File: src/rtl/sw_input_conditioner.sv
// sw_input_conditioner: synchronises board switches, debounces SW8 and captures the switch bus on each debounced press.
module sw_input_conditioner #(
  parameter int n               = 8,
  parameter int DEBOUNCE_CYCLES = 500000,
  parameter int CNT_W           = 20
) (
  input  logic                clk,
  input  logic                reset,
  input  logic [n-1:0]        sw_raw,
  input  logic                sw8_raw,
  output logic signed [n-1:0] sw_out,
  output logic                sw8_out,
  output logic                sw8_rise,
  output logic                sw8_fall
);
  localparam logic [1:0] STABLE_LO = 2'b00;
  localparam logic [1:0] WAIT_HI   = 2'b01;
  localparam logic [1:0] STABLE_HI = 2'b10;
  localparam logic [1:0] WAIT_LO   = 2'b11;
  localparam logic [CNT_W-1:0] LIMIT = CNT_W'(DEBOUNCE_CYCLES);
  logic [n:0]       s1_q, s2_q;
  logic [1:0]       state_q, state_d;
  logic [CNT_W-1:0] cnt_q, cnt_d, cnt_inc;
  logic [n-1:0]     sw_out_q, sw_out_d;
  logic             rise_q, rise_d, fall_q, fall_d;
  logic             hi_seen, lo_seen, pending, done;
  // state_q[1] is the debounced level; the counter is zero in both stable states,
  // so the current s2 cycle always counts as cnt_q+1 and a limit of 1 skips WAIT.
  always_comb begin
    hi_seen  = !state_q[1] && s2_q[n];
    lo_seen  = state_q[1] && !s2_q[n];
    pending  = hi_seen || lo_seen;
    cnt_inc  = cnt_q + CNT_W'(1);
    done     = pending && (cnt_inc == LIMIT);
    rise_d   = hi_seen && done;
    fall_d   = lo_seen && done;
    cnt_d    = (pending && !done) ? cnt_inc : '0;
    sw_out_d = rise_d ? s2_q[n-1:0] : sw_out_q;
    state_d  = rise_d ? STABLE_HI : fall_d ? STABLE_LO : hi_seen ? WAIT_HI :
               lo_seen ? WAIT_LO : state_q[1] ? STABLE_HI : STABLE_LO;
  end
  always_ff @(posedge clk) begin
    if (reset) begin
      s1_q     <= '0;
      s2_q     <= '0;
      state_q  <= STABLE_LO;
      cnt_q    <= '0;
      sw_out_q <= '0;
      rise_q   <= 1'b0;
      fall_q   <= 1'b0;
    end else begin
      s1_q     <= {sw8_raw, sw_raw};
      s2_q     <= s1_q;
      state_q  <= state_d;
      cnt_q    <= cnt_d;
      sw_out_q <= sw_out_d;
      rise_q   <= rise_d;
      fall_q   <= fall_d;
    end
  end
  assign sw_out   = sw_out_q;
  assign sw8_out  = state_q[1];
  assign sw8_rise = rise_q;
  assign sw8_fall = fall_q;
endmodule
File: config.mk
export PLATFORM = sky130hd
export DESIGN_NAME = sw_input_conditioner
export DESIGN_NICKNAME = d
export VERILOG_FILES = /design/src/rtl/sw_input_conditioner.sv
export SDC_FILE = /design/constraint.sdc
export NUM_CORES = 1
export LEC_CHECK = 0
export BUFFER_PORTS_ARGS = -buffer_cell sky130_fd_sc_hd__buf_2
export CAP_MARGIN = 20
export CORE_AREA = 10 10 80 82
export CTS_CLUSTER_DIAMETER = 60
export CTS_CLUSTER_SIZE = 10
export DETAILED_ROUTE_END_ITERATION = 10
export DIE_AREA = 0 0 90 92
export GPL_TIMING_DRIVEN = 0
export PLACE_DENSITY = 0.62
export SKIP_CTS_REPAIR_TIMING = 1
export SYNTH_ARGS = -nofsm -noshare
export SYNTH_HDL_FRONTEND = slang
export SYNTH_SLANG_ARGS = --single-unit
File: constraint.sdc
create_clock -name clk -period 5.5 [get_ports clk]
set_input_delay 1.65 -clock clk [delete_from_list [all_inputs] [get_ports clk]]
set_output_delay 1.65 -clock clk [all_outputs]
set_load 0.01 [all_outputs]
==> results of run 1 <==
## sequential cells by signal, summed over array words and instances, names as in the netlist
signal    flops
cnt_q        20
s1_q          9
s2_q          9
state_q       1
sw8_fall      1
sw8_rise      1
sw_out        8
## worst max-delay path, delay by kind of cell (launching register included)
family / cells / cell delay, ns
flops: 1 / 0.43
compound gates: 1 / 0.26
simple gates: 4 / 1.43
buf+inv: 2 / 0.36
mux: 1 / 0.43
## cells in the final DEF, fill, tap and decap left out, drive strengths merged, types with 2 or more instances in the layout
cell    instances
o21a            2
and3            8
xor2            5
xnor2          13
clkbuf         10
nor3            6
buf            28
nand2           6
or4             2
nand4          12
nand2b          2
a31oi           2
inv             9
nor2b          19
dfxtp          49
nor4            5
a21oi           8
nor2           23
o31ai           8
ha              3
o31a            2
o21ai           2
nand3          10
a211oi          2
## layout make-up
| cell class | count | area, sq um | share of cell area, % |
|---|---|---|---|
| clock buffers | 5 | 68.8 | 2.85 |
| inverters | 6 | 22.5 | 0.932 |
| flip-flops and latches | 49 | 981 | 40.6 |
| well taps | 70 | 87.6 | 3.62 |
| multi-input cells | 153 | 1060 | 43.7 |
| repair buffers | 21 | 105 | 4.35 |
| plain buffers | 12 | 67.6 | 2.80 |
| clock inverters | 3 | 28.8 | 1.19 |
## routing by layer
layer	vias to the layer above	GRT usage, %
li1	836	-
met4	0	5.57
met5	-	0
met3	8	2.53
met1	697	13.4
met2	17	15.0
## path summary, 6_finish.rpt
| path | start | endpoint | slack (ns) | cells past startpoint |
|---|---|---|---|---|
| setup / recovery | cnt_q[7]$_SDFF_PP0_ | cnt_q[5]$_SDFF_PP0_ | 2.50 | 8 |
| hold / removal | s1_q[7]$_SDFF_PP0_ | s2_q[7]$_SDFF_PP0_ | 0.44 | 1 |
| setup reg to reg | cnt_q[7]$_SDFF_PP0_ | cnt_q[5]$_SDFF_PP0_ | 2.50 | 8 |
| hold reg to reg | s1_q[7]$_SDFF_PP0_ | s2_q[7]$_SDFF_PP0_ | 0.44 | 1 |
## logic make-up after synthesis
group / after synthesis
AOI/OAI and AO/OA: 33
buffers and inverters: 18
muxes: 1
adders and majority gates: 3
xor gates and xnor gates: 18
and+or+nand+nor: 98
DFF: 49
## where the power goes
part           switching, mW  total (mW)  internal [mW]  leakage [nW]
Sequential           0.00414       0.367          0.363         0.399
Combinational         0.0215      0.0364         0.0149         0.395
Clock                  0.134       0.230         0.0961        0.0511
Total                  0.160       0.634          0.474         0.845
==> impl_results.md, run 1 <==
- Status: completed
- CTS sink count: slightly below 50
- Share of post-route cells with drive strength above 1: 19.3%
- Mux contribution to synthesized area: less than 1%
- Synth Area in XOR/XNOR: between 7 and 8%
- Total CTS buffers: 5
- Final Hold Vio Count: 0
- Hold Path Class: flip-flop to flip-flop
- Clock buffer depth: 2
- MaxCap Viol Count: 0
- Max FO, Critical Path: 10
- Largest family of logic cells by synthesized area: simple AND/OR/NAND/NOR gates
- Synth unique cells: 47
- Seq/Total Area, Yosys: between 40% and 50%
- Mapped Cells: between 200 and 250
- CP arrival: between 3 and 4 ns
- Antenna violations before repair: 0
- Crit start category: flip-flop
- Count leader, synth: dfxtp_1
- Core area: between 4000 and 5000 sq um
- Top cells by count, synth: dfxtp_1 (49), nor2_1 (23), nor2b_1 (19)
- Routability Congestion: a little under 0.8
- Die area: 8280 sq um
- CTS tree: done
- Layout fillers: 467
- Post-synth top area share: between 40% and 50%
- Post-Synth Adder-Cell Area: approximately 1.8%
- Clock root cell: clkbuf_8
- Non-Filler Instances: approximately 320
- Die Wd: ~90 um
- Setup ws final: about 2.5 ns
- Final core utilization: approximately half
- Simple-Gate Fraction of Synth Area: approximately 27%
- Worst slew pin tran: 0.756 ns
- Compound-Gate Fraction of Synth Area: roughly 12%
- Peak Freq: approximately 330 MHz
- Post-synth top flop: dfxtp_1
- Fin crit period: around 3.0 ns
- Maximum VDD drop: about 0.00012 V
- Drt pass-1 iters: 4
- Worst hold margin: 0.444 ns
- Tot Pwr: ~0.63 mW
- Top cells by area, synth: dfxtp_1 (46%), nor2b_1 (5.6%), xnor2_1 (5.4%)
- Slew margin rel.: around 49%
- Setup CP Type: flip-flop to flip-flop
- Std cell rows: 26
- Critical Path RT: about 5.7 ns
- Initial core utilization: a little over two fifths
- Grt ovf: 0
- Post-route cell area: 2420 sq um
- RSZ-0062 raised after global routing: false
- Pin count of the biggest net entering global routing: 19
- Layout net count: about 260
- EDFF count, synth: 0
- Worst setup EP type: flip-flop
- Most used cell, CP: buf_6
- Worst path max stage delay: ~0.66 ns
- Worst path slowest cell: nor4_1
- P per Cell Area: ~260 nW/um^2
- Placed insts: about 310
- Setup TNS: 0 ns
- WL met1: 2.15 mm
- Avg WL per Cell: roughly 13 um
- Layout Area Growth over Synthesis: 13.6%
- Synthesized net count: between 200 and 250
- Skew final: roughly 0.0055 ns
- Ys Warns: 0
- Mapped Area: about 2100 sq um
- Placement Cell Area: ~2300 sq um
- Total track usage: between 10% and 20%
- Synth Register Bits: 49
- Port bufs: 21
- Initial drt markers: 74
- Die Ht: slightly above 90 um
- N_diodes: 0
- Met2 Routed Length: 1.73 mm
- Leakage power: around 0.85 nW
- Worst skew pair latency: just over 0.3 ns
- Final Max Tran Viols: 0
- DR WL met3: approximately 110 um
- H-tree levels: 2
- Post-DRT Antenna Nets: 0
- Fraction of registers with async set/reset: 0%
- Ports: 22
- # setup viols final: 0
- Via count: ~1600
- Global-route wire length before repair: ~7 mm
- Via density: around 4.9
- Top routing layer in use: met4
- Avg Inst Size Synth: between 9 and 10 sq um
- Post-place setup slack: ~2.6 ns
- Worst-path clk slew: ~0.1 ns
- Period utilization: a little over half
- DRT Wirelength: 4.07 mm
- Vias in the first global route: approximately 1500
- Largest area contributor in the netlist: dfxtp_1
- HPWL Detailed: slightly below 3 mm
- Number of remaining DRC errors: 0
- Crit-path cells: nand3_2, nor4_1, mux2_2, or4_1, buf_6, o21ai_4, buf_6, nor2_1
Power figures use the tool's default switching activity.
==> run 2: changes to the inputs <==
--- a/config.mk
+++ b/config.mk
@@ -13,7 +13,7 @@
 export DETAILED_ROUTE_END_ITERATION = 10
 export DIE_AREA = 0 0 90 92
 export GPL_TIMING_DRIVEN = 0
-export PLACE_DENSITY = 0.62
+export PLACE_DENSITY = 0.64
 export SKIP_CTS_REPAIR_TIMING = 1
 export SYNTH_ARGS = -nofsm -noshare
 export SYNTH_HDL_FRONTEND = slang
==> constraint.sdc (replaced) <==
create_clock -name clk -period 2.6 [get_ports clk]
set_input_delay 0.78 -clock clk [delete_from_list [all_inputs] [get_ports clk]]
set_output_delay 0.78 -clock clk [all_outputs]
set_load 0.01 [all_outputs]
==> impl_results.md, run 2 (synthesized netlist as in run 1, its figures left out) <==
- Std cell rows: 26 (unchanged)
- Critical Path RT: 2.80 ns (-2.92 ns)
- Commonest non-fill, non-tap cells in the layout: dfxtp_1 (39), buf_2 (25), nor2_1 (23)
- CTS tree: done
- Via density: 5.03 (+2.9%)
- Port bufs: 21 (unchanged)
- P per Cell Area: 505 nW/um^2 (+93%)
- Worst hold start: s1_q[8]$_SDFF_PP0_
- Pin count of the biggest net entering global routing: 18 (-1)
- Most flop-heavy register: cnt_q
- Most common cell after layout, fill and taps aside: dfxtp_1
- Skew final: 0.00695 ns (+0.00142 ns)
- Largest register FFs: 20 (unchanged)
- Met2 Use GR: 14.8% (-0.12 points)
- Number of remaining DRC errors: 0 (unchanged)
- Worst-path clk slew: 0.10 ns (about the same)
- Setup crit start: cnt_q[0]$_SDFF_PP0_
- Routability Congestion: 0.759 (-4.6%)
- Initial drt markers: 57 (-23%)
- Grt ovf: 0 (unchanged)
- Vias in the first global route: 1503 (-0.60%)
- Die Ht: 92 um (unchanged)
- Biggest regs: cnt_q x20, s1_q x9, s2_q x9
- Met3 Track Usage GR: 3.59% (+1.1 points)
- # setup viols final: 0 (unchanged)
- Via count: 1669 (+7.1%)
- Period utilization: 97.5% (+43 points)
- Setup ws final: 0.0645 ns (-2.43 ns)
- Layout Area Growth over Synthesis: 24.0%
- Peak Freq: 394 MHz (+18%)
- Global-route wire length before repair: 6.96 mm (-0.29%)
- Leakage power: 0.971 nW (+15%)
- Min-Delay Path Depth: 1 (unchanged)
- Tot Pwr: 1.33 mW (+110%)
- Flop2flop setup slack: 0.06 ns (-2.43 ns)
- Total track usage: 9.97% (-0.20 points)
- Slew margin rel.: 53.1% (+3.9 points)
- Final Max Tran Viols: 0 (unchanged)
- DRT Wirelength: 4.55 mm (+12%)
- Most used routing layer: met2
- Avg WL per Cell: 13.7 um (+7.2%)
- RR Startpoint: cnt_q[0]$_SDFF_PP0_
- Status: completed
- Worst setup EP type: flip-flop
- Drt pass-1 iters: 4 (unchanged)
- Cells on worst reg2reg path: 9 (+1)
- Worst skew pair latency: 0.31 ns (about the same)
- N_diodes: 0 (unchanged)
- WHS Endpoint: s2_q[8]$_SDFF_PP0_
- Worst slew pin tran: 0.698 ns (-0.0580 ns)
- Fin crit period: 2.54 ns (-0.467 ns)
- Max FO, Critical Path: 6 (-4)
- Maximum VDD drop: 0.000195 V (+61%)
- MaxCap Viol Count: 0 (unchanged)
- CTS sink count: 49 (unchanged)
- Clock buffer depth: 2 (unchanged)
- Layout net count: 275 (+5.0%)
- Crit start category: flip-flop
- Initial core utilization: 43.3% (unchanged)
- HPWL Detailed: 2.99 mm (+2.3%)
- Ports: 22 (unchanged)
- Hold Path Class: flip-flop to flip-flop
- Final Hold Vio Count: 0 (unchanged)
- CP arrival: 2.74 ns (-0.48 ns)
- Setup CP Type: flip-flop to flip-flop
- Die Wd: 90 um (unchanged)
- Die area: 8280 sq um (unchanged)
- H-tree levels: 2 (unchanged)
- Reg2reg end: cnt_q[3]$_SDFF_PP0_
- Share of post-route cells with drive strength above 1: 29.4% (+10 points)
- Post-DRT Antenna Nets: 0 (unchanged)
- Antenna violations before repair: 0 (unchanged)
- Final core utilization: 53.7% (+4.5 points)
- Clock root cell: clkbuf_8
- Core area: 4910 sq um (unchanged)
- Post-place setup slack: -0.309 ns (-2.90 ns)
- Total CTS buffers: 5 (unchanged)
- Met1 track demand over resource: 12.8% (-0.53 points)
## run 2: cell count changes in the layout (fill, tap and decap cells not counted), sizes merged
cell / previous run / this run
nand4: 12 / 13
buf: 28 / 40
inv: 9 / 7
clkinvlp: 0 / 1
clkinv: 0 / 1
## run 2: where the power goes
group	total, mW	internal [mW]	leakage (nW)	switching [mW]
clock network	0.464	0.194	0.0447	0.270
registers	0.777	0.766	0.405	0.0106
logic	0.0907	0.0415	0.521	0.0493
total	1.33	1.00	0.971	0.330
## run 2: metrics by stage
step                      hold WS [ns]  instances  cell area [sq um]  setup TNS (ns)
after global routing             0.458        332               2640         -0.0471
final                            0.438        332               2640               0
after CTS                        0.440        319               2410           -6.42
after floorplan                  0.414        220               2130               0
after detailed placement         0.422        311               2320           -5.55
after global placement           0.420        311               2320           -5.62
## run 2: worst max path at each step
stage                     endpoint  slack [ns]
2_1_floorplan  cnt_q[2]$_SDFF_PP0_        0.03
3_3_place_gp   cnt_q[7]$_SDFF_PP0_       -0.32
3_5_place_dp   cnt_q[4]$_SDFF_PP0_       -0.31
4_1_cts        cnt_q[4]$_SDFF_PP0_       -0.35
5_1_grt        cnt_q[3]$_SDFF_PP0_       -0.02
6_report       cnt_q[3]$_SDFF_PP0_        0.06
## run 2: layout make-up
type	count	area, sq um
clock buffer	5	68.8
tap	70	87.6
inverter	6	22.5
multi-input combinational	154	1160
sequential	49	1000
clock inverter	3	25.0
fill	445	2270
buffer	12	71.3
timing repair buffer	33	200
## run 2: routing by layer
metal,wire length [um],up-vias
met3,201,5
met5,0,-
met1,2240,769
met4,50,0
li1,-,865
met2,2060,30
## run 2: critical path, stage by stage, from the launching register on
cell	delay (ns)
dfxtp_4	0.40
ha_4	0.17
nand4_1	0.11
or4_1	0.43
a31o_4	0.24
or4_4	0.44
buf_6	0.16
o21ai_4	0.26
buf_6	0.16
nor2_1	0.05
==> run 3: changes to the inputs <==
--- a/config.mk
+++ b/config.mk
@@ -13,6 +13,7 @@
 export DETAILED_ROUTE_END_ITERATION = 10
 export DIE_AREA = 0 0 90 92
 export GPL_TIMING_DRIVEN = 0
+export MAX_ROUTING_LAYER = met4
 export PLACE_DENSITY = 0.64
 export SKIP_CTS_REPAIR_TIMING = 1
 export SYNTH_ARGS = -nofsm -noshare
==> impl_results.md, run 3 (synthesized netlist as in run 1, its figures left out) <==
- Global-route wire length before repair: 6.96 mm (+0.10%)
- Avg WL per Cell: 13.7 um (about the same)
- Worst hold margin: 0.439 ns (+0.00134 ns)
- H-tree levels: 2 (unchanged)
- Maximum VDD drop: 0.000193 V (-0.89%)
- Fin crit period: 2.54 ns (+0.0000779 ns)
- Worst path slowest cell: or4_4
- Die area: 8280 sq um (unchanged)
- Worst setup EP type: flip-flop
- Grt ovf: 0 (unchanged)
- Drt pass-1 iters: 4 (unchanged)
- Worst slew pin tran: 0.698 ns (unchanged)
- Biggest regs: cnt_q x20, s1_q x9, s2_q x9
- Initial drt markers: 57 (unchanged)
- Min-Delay Path Depth: 1 (unchanged)
- Final core utilization: 53.7% (unchanged)
- Leakage power: 0.971 nW (unchanged)
- Worst-path clk slew: 0.09 ns (about the same)
- Placement Cell Area: 2320 sq um (unchanged)
- Cell depth of the worst setup path: 9 (unchanged)
- CP bufs+invs: 2 (unchanged)
- Pin count of the biggest net entering global routing: 18 (unchanged)
- Commonest non-fill, non-tap cells in the layout: dfxtp_1 (39), buf_2 (25), nor2_1 (23)
- Slew margin rel.: 53.1% (unchanged)
- DRT Wirelength: 4.54 mm (about the same)
- Layout Area Growth over Synthesis: 24.0% (unchanged)
- Std cell rows: 26 (unchanged)
- Largest register FFs: 20 (unchanged)
- MaxCap Viol Count: 0 (unchanged)
- Routability Congestion: 0.769 (+1.3%)
- Share of post-route cells with drive strength above 1: 29.4% (unchanged)
- Hold Path Class: flip-flop to flip-flop
- Vias in the first global route: 1507 (+0.27%)
- Worst path max stage delay: 0.44 ns (about the same)
- N_diodes: 0 (unchanged)
- Clock buffer depth: 2 (unchanged)
- Final Hold Vio Count: 0 (unchanged)
- Initial core utilization: 43.3% (unchanged)
- CTS tree: done
- Skew final: 0.00562 ns (-0.00134 ns)
- Critical Path RT: 2.80 ns (about the same)
- Layout net count: 275 (unchanged)
- Post-route cell area: 2640 sq um (unchanged)
- HPWL Detailed: 2.99 mm (unchanged)
- Setup ws final: 0.0644 ns (-0.0000779 ns)
- Via density: 5.03 (about the same)
- Core area: 4910 sq um (unchanged)
- Cells on worst reg2reg path: 9 (unchanged)
- Max FO, Critical Path: 6 (unchanged)
- Die Ht: 92 um (unchanged)
- Most common cell after layout, fill and taps aside: dfxtp_1
- Total CTS buffers: 5 (unchanged)
- CP arrival: 2.74 ns (about the same)
- Peak Freq: 394 MHz (about the same)
- Total track usage: 10.3% (+0.29 points)
- Crit-path cells: ha_4, nand4_1, or4_1, a31o_4, or4_4, buf_6, o21ai_4, buf_6, nor2_1
- Number of remaining DRC errors: 0 (unchanged)
- Die Wd: 90 um (unchanged)
- Setup CP Type: flip-flop to flip-flop
- P per Cell Area: 504 nW/um^2 (-0.11%)
- Most flop-heavy register: cnt_q
- Crit start category: flip-flop
- Status: completed
- Final Max Tran Viols: 0 (unchanged)
- Worst skew pair latency: 0.31 ns (about the same)
- Most used cell, CP: buf_6
- CTS sink count: 49 (unchanged)
- Ports: 22 (unchanged)
- Via count: 1670 (+0.060%)
- Clock root cell: clkbuf_8
- # setup viols final: 0 (unchanged)
- Port bufs: 21 (unchanged)
- Top delay family on crit path: simple AND/OR/NAND/NOR gates
- Post-DRT Antenna Nets: 0 (unchanged)
- Post-place setup slack: -0.309 ns (unchanged)
- Period utilization: 97.5% (about the same)
- Antenna violations before repair: 0 (unchanged)
## run 3: cell counts in the layout (fill, tap and decap cells not counted)
No cell type changed its count.
## run 3: area by class of cell
type	count	area [sq um]
inverters	6	22.5
flip-flops and latches	49	1000
multi-input cells	154	1160
repair buffers	33	200
fillers	445	2270
clock buffers	5	68.8
well taps	70	87.6
clock inverters	3	25.0
plain buffers	12	71.3
## run 3: routing by layer
metal  global-route usage [%]  wire (um)  share of wire, %
met1                     13.1       2280                50
met2                     14.8       2090                46
met3                     3.10        151               3.3
met4                     3.98         27              0.59
met5                        -          0                 0
## run 3: worst register-to-register path: stages, from the launching register on
cell,delay [ns]
dfxtp_4,0.40
ha_4,0.17
nand4_1,0.11
or4_1,0.43
a31o_4,0.24
or4_4,0.44
buf_6,0.16
o21ai_4,0.26
buf_6,0.16
nor2_1,0.05
## run 3: final timing paths
kind	start	end	slack, ns
max	cnt_q[0]$_SDFF_PP0_	cnt_q[3]$_SDFF_PP0_	0.06
min	s1_q[8]$_SDFF_PP0_	s2_q[8]$_SDFF_PP0_	0.44
max reg2reg	cnt_q[0]$_SDFF_PP0_	cnt_q[3]$_SDFF_PP0_	0.06
min reg2reg	s1_q[8]$_SDFF_PP0_	s2_q[8]$_SDFF_PP0_	0.44
## run 3: report_power, final
part           internal (mW)  switching [mW]
Combinational         0.0415          0.0492
Clock                  0.194           0.269
Sequential             0.766          0.0106
Total                   1.00           0.328
## run 3: stage by stage
stage	std cells	power (mW)	setup TNS, ns
after floorplan	220	0.846	0
after global placement	311	0.872	-5.62
after detailed placement	311	0.872	-5.55
after CTS	319	1.33	-6.42
after global routing	332	1.39	-0.0471
final	332	1.33	0
